### config.mk
export PLATFORM = sky130hd
export DESIGN_NAME = stream_demux_1xn
export DESIGN_NICKNAME = d
export VERILOG_FILES = /design/src/rtl/stream_demux_pkg.sv /design/src/rtl/stream_reg_slice.sv /design/src/rtl/stream_demux_1xn.sv
export SDC_FILE = /design/constraint.sdc
export NUM_CORES = 1
export LEC_CHECK = 0
export ABC_AREA = 1
export CORE_MARGIN = 4
export CORE_UTILIZATION = 42
export CTS_BUF_LIST = sky130_fd_sc_hd__clkbuf_2 sky130_fd_sc_hd__clkbuf_4 sky130_fd_sc_hd__clkbuf_8
export DETAILED_ROUTE_END_ITERATION = 8
export GPL_TIMING_DRIVEN = 1
export PLACE_DENSITY = 0.77
export SETUP_SLACK_MARGIN = 0.2
export SYNTH_ARGS = -nofsm -noshare
export SYNTH_HDL_FRONTEND = slang
export SYNTH_HIERARCHICAL = 1
export SYNTH_SLANG_ARGS = --single-unit
### constraint.sdc
create_clock -name clk_i -period 1.6 [get_ports clk_i]
set_input_delay 0.16 -clock clk_i [delete_from_list [all_inputs] [get_ports clk_i]]
set_output_delay 0.16 -clock clk_i [all_outputs]
set_load 0.02 [all_outputs]
### src/rtl/stream_demux_pkg.sv
// Shared types for the registered 1-to-N stream demultiplexer.
//   state_e : packet-routing FSM state
//     ST_IDLE   - between packets; route follows sel_i
//     ST_LOCKED - inside a multi-beat packet; route follows lock_sel
package stream_demux_pkg;

  typedef enum logic [0:0] {
    ST_IDLE   = 1'b0,
    ST_LOCKED = 1'b1
  } state_e;

endpackage

### src/rtl/stream_reg_slice.sv
// One-entry output register for a single demux channel.
// Holds one beat (data + last) until the consumer takes it. A load and a
// drain in the same cycle replace the beat, so the slice sustains one beat
// per cycle. Data and last read as zero whenever the slice is empty.
// Ports:
//   clk_i, rst_i   clock, synchronous active-high reset
//   load_i         write data_i/last_i into the slice this cycle
//   data_i, last_i beat to store
//   ready_i        consumer ready
//   can_take_o     slice empty or draining this cycle
//   valid_o        slice holds a beat
//   data_o, last_o stored beat, zero when empty
module stream_reg_slice #(
  parameter int DATA_W = 4
) (
  input  logic              clk_i,
  input  logic              rst_i,
  input  logic              load_i,
  input  logic [DATA_W-1:0] data_i,
  input  logic              last_i,
  input  logic              ready_i,
  output logic              can_take_o,
  output logic              valid_o,
  output logic [DATA_W-1:0] data_o,
  output logic              last_o
);

  logic              valid_q;
  logic [DATA_W-1:0] data_q;
  logic              last_q;

  always_ff @(posedge clk_i) begin
    if (rst_i) begin
      valid_q <= 1'b0;
    end else if (load_i) begin
      valid_q <= 1'b1;
    end else if (ready_i) begin
      valid_q <= 1'b0;
    end
  end

  // NOTE: the payload needs no reset; the zero-fill below hides it while
  // valid_q is low, so only the valid bit carries reset state.
  always_ff @(posedge clk_i) begin
    if (load_i) begin
      data_q <= data_i;
      last_q <= last_i;
    end
  end

  assign can_take_o = !valid_q || ready_i;
  assign valid_o    = valid_q;
  assign data_o     = valid_q ? data_q : '0;
  assign last_o     = valid_q && last_q;

endmodule

### src/rtl/stream_demux_1xn.sv
// Registered 1-to-N stream demultiplexer with packet-locked routing.
// The first beat of a packet picks the channel from sel_i; later beats of
// the same packet follow that channel until the last beat. Each channel
// has its own one-entry register, so channels drain independently.
// A select beyond CHANNELS-1 accepts and drops the whole packet and
// pulses err_o once per dropped beat.
// Ports:
//   clk_i, rst_i                 clock, synchronous active-high reset
//   s_data_i/s_valid_i/s_last_i  input stream, s_ready_o back-pressure
//   sel_i                        destination, used on a packet's first beat
//   m_data_o/m_valid_o/m_last_o  per-channel output streams
//   m_ready_i                    per-channel consumer ready
//   busy_o                       a packet is locked to a channel
//   err_o                        one-cycle pulse after a dropped beat
module stream_demux_1xn
  import stream_demux_pkg::*;
#(
  parameter  int DATA_W   = 4,
  parameter  int CHANNELS = 4,
  localparam int SEL_W    = $clog2(CHANNELS)
) (
  input  logic                             clk_i,
  input  logic                             rst_i,
  input  logic [DATA_W-1:0]                s_data_i,
  input  logic                             s_valid_i,
  input  logic                             s_last_i,
  output logic                             s_ready_o,
  input  logic [SEL_W-1:0]                 sel_i,
  output logic [CHANNELS-1:0][DATA_W-1:0]  m_data_o,
  output logic [CHANNELS-1:0]              m_valid_o,
  output logic [CHANNELS-1:0]              m_last_o,
  input  logic [CHANNELS-1:0]              m_ready_i,
  output logic                             busy_o,
  output logic                             err_o
);

  state_e              state_q;
  logic [SEL_W-1:0]    lock_sel_q;
  logic                err_q;
  logic [SEL_W-1:0]    target;
  logic [CHANNELS-1:0] sel_oh;
  logic [CHANNELS-1:0] can_take;
  logic [CHANNELS-1:0] load;
  logic                in_range;
  logic                accept;

  assign target = (state_q == ST_LOCKED) ? lock_sel_q : sel_i;

  // NOTE: give every always_comb output a default before any conditional
  // assignment so no path leaves it unassigned and infers a latch.
  always_comb begin
    sel_oh = '0;
    for (int k = 0; k < CHANNELS; k++) begin
      sel_oh[k] = (target == SEL_W'(k));
    end
  end

  // An all-zero one-hot means the select points past the last channel.
  assign in_range  = |sel_oh;
  assign s_ready_o = !rst_i && (!in_range || |(sel_oh & can_take));
  assign accept    = s_valid_i && s_ready_o;
  assign load      = accept ? sel_oh : '0;

  // NOTE: sequential state uses non-blocking assignments so every flop
  // samples the pre-edge values regardless of statement order.
  always_ff @(posedge clk_i) begin
    if (rst_i) begin
      state_q    <= ST_IDLE;
      lock_sel_q <= '0;
      err_q      <= 1'b0;
    end else begin
      err_q <= accept && !in_range;
      case (state_q)
        ST_IDLE: begin
          if (accept && !s_last_i) begin
            state_q    <= ST_LOCKED;
            lock_sel_q <= sel_i;
          end
        end
        ST_LOCKED: begin
          if (accept && s_last_i) begin
            state_q <= ST_IDLE;
          end
        end
        default: state_q <= ST_IDLE;
      endcase
    end
  end

  assign busy_o = (state_q == ST_LOCKED);
  assign err_o  = err_q;

  for (genvar k = 0; k < CHANNELS; k++) begin : g_slice
    stream_reg_slice #(
      .DATA_W(DATA_W)
    ) u_slice (
      .clk_i     (clk_i),
      .rst_i     (rst_i),
      .load_i    (load[k]),
      .data_i    (s_data_i),
      .last_i    (s_last_i),
      .ready_i   (m_ready_i[k]),
      .can_take_o(can_take[k]),
      .valid_o   (m_valid_o[k]),
      .data_o    (m_data_o[k]),
      .last_o    (m_last_o[k])
    );
  end

endmodule

### After elaboration in Yosys (flattened, before gate mapping)

Cells that the tools add are included.

* bits in registers: 28
* latch bits: 0
* RAM bits: 0
* memory bits (read-only): 0
* input port bits: 14
* output and inout bits: 27
* memories kept: 0

* $add $sub $neg: 0
* multiply operators: 0
* div/mod/pow operators: 0
* order comparisons: 0
* equality and inequality tests: 3
* shift operators: 0
* mux-type cells: 17
* bitwise logic cells: 2
* reduce and logical (&&, ||, !) cells: 29

Operators with widths (count)
* two-way mux 4 bit: 5
* two-way mux 1 bit: 10
* logical AND 1 bit: 9
* nonzero test 2 bit: 4
* OR reduction 4 bit: 2
* logical NOT 1 bit: 7
* logical OR 1 bit: 5
* bitwise AND 4 bit: 1
* equality test 2 bit, second input constant: 2
* equality test 2 x 1 -> 1 bit, second input constant: 1
* logical NOT 2 bit: 1
* two-way mux 2 bit: 1
* one-hot mux 1 bit (2 select lines): 1
* AND reduction 2 bit: 1
* NOT 1 bit: 1

### Logic depth before layout (Yosys ltp)

Gate-level depths: netlist (run 1).

* word-level depth: 10
* gate-level depth with buffers: 12

### By module

The synthesis (run 1) kept the hierarchy.

Modules (own cells, without submodules)
* stream_reg_slice: times used 4, cells an instance 20, area each 230.2 um2, sequential area each 170.2 um2
* stream_demux_1xn: times used 1, cells an instance 51, area each 309.0 um2, sequential area each 80.1 um2

### Worst setup path after synthesis (run 1)

No wires, ideal clock.

* kind: reg-to-reg
* start point: reg with a tool-made name
* end point: reg g_slice[0].u_slice.data_q[0] (enable)
* arrival: 1.558 ns
* data required time: 1.224 ns
* slack: -0.333 ns
* stages on the path, launching flop included: 9
* path through: dfxtp_1 > nand2_1 > nand2_2 > nand3_1 > nand2_1 > inv_2 > nand2_2 > nand3_4 > nor3_1

RTL lines
* end signal, assigned: RTL line stream_reg_slice.sv:46 `data_q <= data_i;`
* end, declared: RTL line stream_reg_slice.sv:29 `logic [DATA_W-1:0] data_q;`

==> flow_metrics.py, run 1 <==
metrics = {
    "finish": {
        "multi_input_area_um2": 454,
        "seq_area_um2": 767,
        "drive_gt1_frac": 0.459,
        "fin_util": 0.680,
        "nets": 209,
        "nFillCells": 232,
        "syn_to_final_growth_pct": 53.7,
        "fin_area_um2": 1890,
        "instances_no_fill": 225,
        "diodes": 0,
    },
    "global_route": {
        "antenna_found_initial": 0,
        "grt-ovfl-total": 0,
        "grt_start_max_net_pins": 16,
        "grt_use_total": 0.139,
        "first_global_vias": 996,
        "grt_pass1_wl_mm": 4.37,
    },
    "status": {
        "failed_checks": "setup timing",
        "outcome": "finished, violations left",
    },
    "worst_setup_path": {
        "cp.required_ps": 1660,
        "cp-end-kind": "flop",
        "crit_type": "flop to flop",
        "crit_fanout": 7,
        "critPathBufInv": 2,
        "startpoint_type": "flop",
        "path_cells": "nand2_1 -> nand2_4 -> nand3_2 -> nand2_2 -> inv_2 -> nand2_2 -> nand3_4 -> nor3_4 -> buf_6",
        "critical_path.top_delay_family": "simple AND/OR/NAND/NOR gates",
        "path_common_cell": "nand2_2",
        "arrival_ps": 1670,
        "crit_path_max_incr_delay_ps": 440,
        "cpMaxStageDelayCell": "dfxtp_4",
    },
    "run": {
        "max_cap_viol_count": 0,
    },
    "placement": {
        "port_buffers": 40,
        "place_area_um2": 1870,
        "place_congestion": 0.851,
        "dp_cells": 218,
        "hpwlAfterDp_mm": 2.08,
    },
    "yosys": {
        "ys_warn_count": 6,
        "synthAdderAreaFrac": 0,
        "synthMuxAreaShare": 0,
        "yosys_register_bits": 28,
        "syn_area_per_cell_um2": 9.39,
        "synthesis.nets": 145,
        "synthesis.instances": 131,
        "synth_xor_area_frac": 0,
        "ys_types": 16,
        "synth_compound_area_frac": 0.0387,
        "synth_top_family_by_area": "simple AND/OR/NAND/NOR gates",
        "syn_area_um2": 1230,
        "ys_seq_area_frac": 0.619,
        "synth_simple_gate_area_frac": 0.227,
    },
    "clock_network": {
        "cts_buffers": 3,
        "cts_tree": "yes",
        "clock_insertion_delay_worst_skew_ps": 320,
        "h-tree-depth": 1,
        "clkTransAtPathRegs_ps": 140,
        "ctsHoldBuffers": 0,
        "clkSinkCount": 28,
        "clockBufferDepth": 2,
        "cts_root_buf": "clkbuf_4",
    },
    "power": {
        "power_uw": 1380,
        "power_leakage_uw": 0.000956,
        "ir_drop_v": 0.000499,
        "power_density_nw_per_um2": 732,
    },
    "floorplanning": {
        "dieArea_um2": 3860,
        "core_um2": 2780,
        "die_y_um": 62.1,
        "die-width_um": 62.1,
        "io_pins": 41,
        "rows": 19,
        "start_util": 0.442,
    },
    "route": {
        "ant_nets": 0,
        "route.detailed.drc": 0,
        "drt_first_pass_iters": 4,
        "drt-total-wl_mm": 2.72,
        "drt_iter0_markers": 45,
        "wl_per_cell_um": 12.1,
        "via_per_inst": 4.59,
        "vias": 1032,
    },
    "sta": {
        "slew_viol_final": 0,
        "fin_crit_sh": 1.01,
        "period_needed_ps": 1610,
        "worst_slack_ps": -13.2,
        "final.setup_skew_ps": 7.75,
        "hold_viol_final": 0,
        "setup_violations": 10,
        "rsz0062_at_grt": "true",
        "fmax_mhz": 620,
    },
    "hold_path": {
        "hold_class": "primary input to flop",
    },
}
cells in the mapped netlist:
master / count / share of area
nor3_1: 4 / 0.016
o21a_1: 1 / 0.0061
nor2_1: 4 / 0.012
inv_2: 3 / 0.0092
edfxtp_1: 20 / 0.49
nand3_1: 6 / 0.024
dfxtp_1: 8 / 0.13
nand2_1: 33 / 0.10
nor3_2: 1 / 0.0081
inv_1: 34 / 0.10
a21oi_2: 4 / 0.028
a21oi_1: 1 / 0.0041
nand2_2: 9 / 0.046
conb_1: 1 / 0.0030
nor2_2: 1 / 0.0051
nand3_4: 1 / 0.014
worst paths after layout:
path                              startpoint                            to  slack [ps]  cells past startpoint
hold / removal                   s_data_i[1]  g_slice[0].u_slice/data_q[1]         500                      1
setup / recovery                        flop  g_slice[0].u_slice/data_q[2]         -10                      9
hold reg to reg   g_slice[2].u_slice/valid_o    g_slice[2].u_slice/valid_o         510                      2
setup reg to reg                        flop  g_slice[0].u_slice/data_q[2]         -10                      9
cells in the final DEF (no fill, tap or decap), types with 2 or more instances in the layout:
cell / synthesis / final
inv_1: 34 / 30
nand2_1: 33 / 24
edfxtp_1: 20 / 20
buf_4: 0 / 18
clkbuf_2: 0 / 17
clkdlybuf4s50_1: 0 / 13
nand2_2: 9 / 11
nand2_4: 0 / 7
inv_2: 3 / 6
nand3_2: 0 / 5
a21oi_2: 4 / 5
dfxtp_1: 8 / 5
dlygate4sd2_1: 0 / 5
nor2_1: 4 / 4
nor3_2: 1 / 3
clkbuf_4: 0 / 3
nor3_4: 0 / 2
buf_6: 0 / 2
dfxtp_2: 0 / 2
buf_2: 0 / 2
state kept, by name, summed over array words and instances (netlist names), named ones only:
register / count
lock_sel_q: 2
g_slice.u_slice/valid_o: 4
g_slice.u_slice/last_q: 4
g_slice.u_slice/data_q: 16
err_o: 1
report_power, final:
| part | switching [µW] | internal (µW) | total (µW) | leakage [µW] |
|---|---|---|---|---|
| logic | 136 | 112 | 248 | 0.000687 |
| clock network | 190 | 139 | 328 | 0.0000210 |
| registers | 10.9 | 796 | 807 | 0.000248 |
layout make-up:
| type | count | area share |
|---|---|---|
| Clock buffer | 4 | 0.0192 |
| Timing Repair Buffer | 59 | 0.237 |
| Inverter | 37 | 0.0774 |
| Tap cell | 31 | 0.0205 |
| Multi-Input combinational cell | 66 | 0.240 |
| Sequential cell | 28 | 0.406 |
timing repair:
item / CTS / global route
gates resized for setup: 58 / 38
endpoints found under the setup margin: 54 / 51
buffers inserted: 0 / 3
pin swaps: 0 / 9
worst register-to-register path, delay by kind of cell (launching register included):
| family | cells | cell delay (ps) |
|---|---|---|
| DFF | 1 | 440 |
| buffers and inverters | 2 | 190 |
| and+or+nand+nor | 7 | 720 |
layer usage:
layer  track usage  vias to the layer above  part of all wire
met2         0.255                       35              0.54
met5             0                        -                 0
li1              -                      524                 -
met1         0.146                      471              0.37
met4        0.0488                        0            0.0070
met3        0.0432                        2             0.080
cells by family (layout without fill, tap and decap cells):
family                 Yosys count  after routing
AND/OR/NAND/NOR                 59             59
flip-flops                      28             28
AO/OA/AOI/OAI                    6              6
other                            1              1
buffers and inverters           37            100
metrics by stage:
| stage | setup TNS [ps] | hold slack (ps) | setup slack (ps) |
|---|---|---|---|
| 6_report | -74.8 | 500 | -13.2 |
| 4_1_cts | -20.4 | 489 | -4.25 |
| 3_5_place_dp | -4920 | 478 | -293 |
| 5_1_grt | -1770 | 484 | -88.3 |
| 2_1_floorplan | -307 | 222 | -20.5 |
| 3_3_place_gp | -4280 | 478 | -297 |
Power figures use the tool's default switching activity.
==> run 2, diff against run 1 <==
==> constraint.sdc (replaced) <==
create_clock -name clk_i -period 1.4 [get_ports clk_i]
set_input_delay 0.14 -clock clk_i [delete_from_list [all_inputs] [get_ports clk_i]]
set_output_delay 0.14 -clock clk_i [all_outputs]
set_load 0.02 [all_outputs]
==> flow_metrics.py, run 2 (synthesis results as in run 1) <==
metrics = {
    "floorplanning": {
        "die_y_um": 62.1,
        "dieArea_um2": 3860,
        "io_pins": 41,
        "rows": 19,
        "die-width_um": 62.1,
        "start_util": 0.442,
        "core_um2": 2780,
    },
    "worst_setup_path": {
        "cp.required_ps": 1450,
        "r2r_cells": 9,
        "cp-end-kind": "flop",
        "arrival_ps": 1670,
        "crit_fanout": 7,
        "r2r-end": "g_slice[2].u_slice/data_q[3]",
        "rrSetupSlack_ps": -230,
        "startpoint_type": "flop",
        "crit_type": "flop to flop",
    },
    "power": {
        "power_leakage_uw": 0.00103,
        "ir_drop_v": 0.000768,
        "power_uw": 1740,
        "power_density_nw_per_um2": 820,
    },
    "hold_path": {
        "hold_class": "primary input to flop",
        "hp-start": "m_ready_i[3]",
        "hold_depth": 4,
        "holdPathEnd": "g_slice[3].u_slice/valid_o",
    },
    "global_route": {
        "grt_start_max_net_pins": 17,
        "first_global_vias": 961,
        "grt_pass1_wl_mm": 4.36,
        "grt_use_total": 0.141,
        "antenna_found_initial": 0,
        "grt-ovfl-total": 0,
    },
    "route": {
        "wl_per_cell_um": 12.9,
        "vias": 1047,
        "drt_first_pass_iters": 4,
        "drt-total-wl_mm": 2.92,
        "ant_nets": 0,
        "drt_iter0_markers": 14,
        "via_per_inst": 4.63,
        "route.detailed.drc": 0,
    },
    "placement": {
        "place_area_um2": 1870,
        "post-place-ws_ps": -465,
        "place_congestion": 0.824,
        "hpwlAfterDp_mm": 2.11,
        "dp_cells": 218,
        "port_buffers": 40,
    },
    "finish": {
        "mostFrequentLayoutCells": "buf_6 (27), inv_2 (22), nand2_2 (20), edfxtp_1 (20), nand2_4 (16)",
        "drive_gt1_frac": 0.651,
        "fin_util": 0.763,
        "fin_area_um2": 2120,
        "syn_to_final_growth_pct": 72.6,
        "largest_reg_flops": 16,
        "nets": 210,
        "diodes": 0,
        "regMostFlops": "g_slice.u_slice/data_q",
        "instances_no_fill": 226,
        "mostFrequentLayoutCell": "buf_6",
    },
    "sta": {
        "fmax_mhz": 615,
        "hold_viol_final": 0,
        "setup_violations": 28,
        "fin_crit_sh": 1.16,
        "rsz0062_at_grt": "true",
        "final.setup_skew_ps": 15.5,
        "period_needed_ps": 1630,
        "worst_slack_ps": -226,
        "slew_viol_final": 0,
    },
    "clock_network": {
        "cts_root_buf": "clkbuf_4",
        "clkSinkCount": 28,
        "clock_insertion_delay_worst_skew_ps": 330,
        "cts_buffers": 3,
        "clkTransAtPathRegs_ps": 150,
        "clockBufferDepth": 2,
        "h-tree-depth": 1,
        "cts_tree": "yes",
    },
    "status": {
        "failed_checks": "setup timing",
        "outcome": "finished, violations left",
    },
    "run": {
        "max_cap_viol_count": 0,
    },
}
## run 2: worst max-delay path, stage by stage (launching register included)
cell and delay (ps):
dfxtp_4 440, nand2_1 110, nand2_4 90, nand3_2 80, nand2_2 80, inv_2 40, nand2_2 70, nand3_4 120
nor3_2 160, buf_4 180
## run 2: power by group
part	switching (µW)	leakage, µW	total (µW)	internal (µW)
logic	160	0.000756	300	140
registers	17.0	0.000249	927	910
clock network	225	0.0000279	514	290
## run 2: worst max path at each step
stage | start | endpoint | slack (ps) | depth (start not counted)
detailed placement | sel_i[0] | s_ready_o | -460 | 9
CTS | flop | g_slice[0].u_slice/data_q[3] | -160 | 10
global placement | sel_i[0] | s_ready_o | -440 | 9
finish | flop | g_slice[2].u_slice/data_q[3] | -230 | 9
global route | flop | g_slice[1].u_slice/data_q[2] | -280 | 9
floorplan | flop | g_slice[1].u_slice/data_q[0] | -220 | 9
## run 2: routing by layer
metal,track usage,wire length [µm]
met4,0.0569,34
met5,0,0
met3,0.0432,170
met1,0.160,1110
met2,0.244,1610
## run 2: layout make-up
| cell class | instances | area (µm²) |
|---|---|---|
| timing repair buffer | 60 | 579 |
| fill | 200 | 658 |
| clock inverter | 1 | 30.0 |
| multi-input combinational | 66 | 537 |
| tap | 31 | 38.8 |
| clock buffer | 3 | 22.5 |
| sequential | 28 | 769 |
| inverter | 37 | 146 |
## run 2: through the flow
| stage | hold slack [ps] | TNS, ps |
|---|---|---|
| after floorplan | 202 | -4490 |
| after global placement | 478 | -9190 |
| after detailed placement | 477 | -10260 |
| after CTS | 441 | -3750 |
| after global routing | 460 | -6770 |
| final | 440 | -4820 |
## run 2: what timing repair did
item                                    in CTS  in global routing
buffers inserted                             4                  0
resized for setup                          121                 93
hold buffers                                 0                  0
pin swaps                                    4                  5
endpoints found under the hold margin        0                  0
endpoints found under the setup margin      54                 49
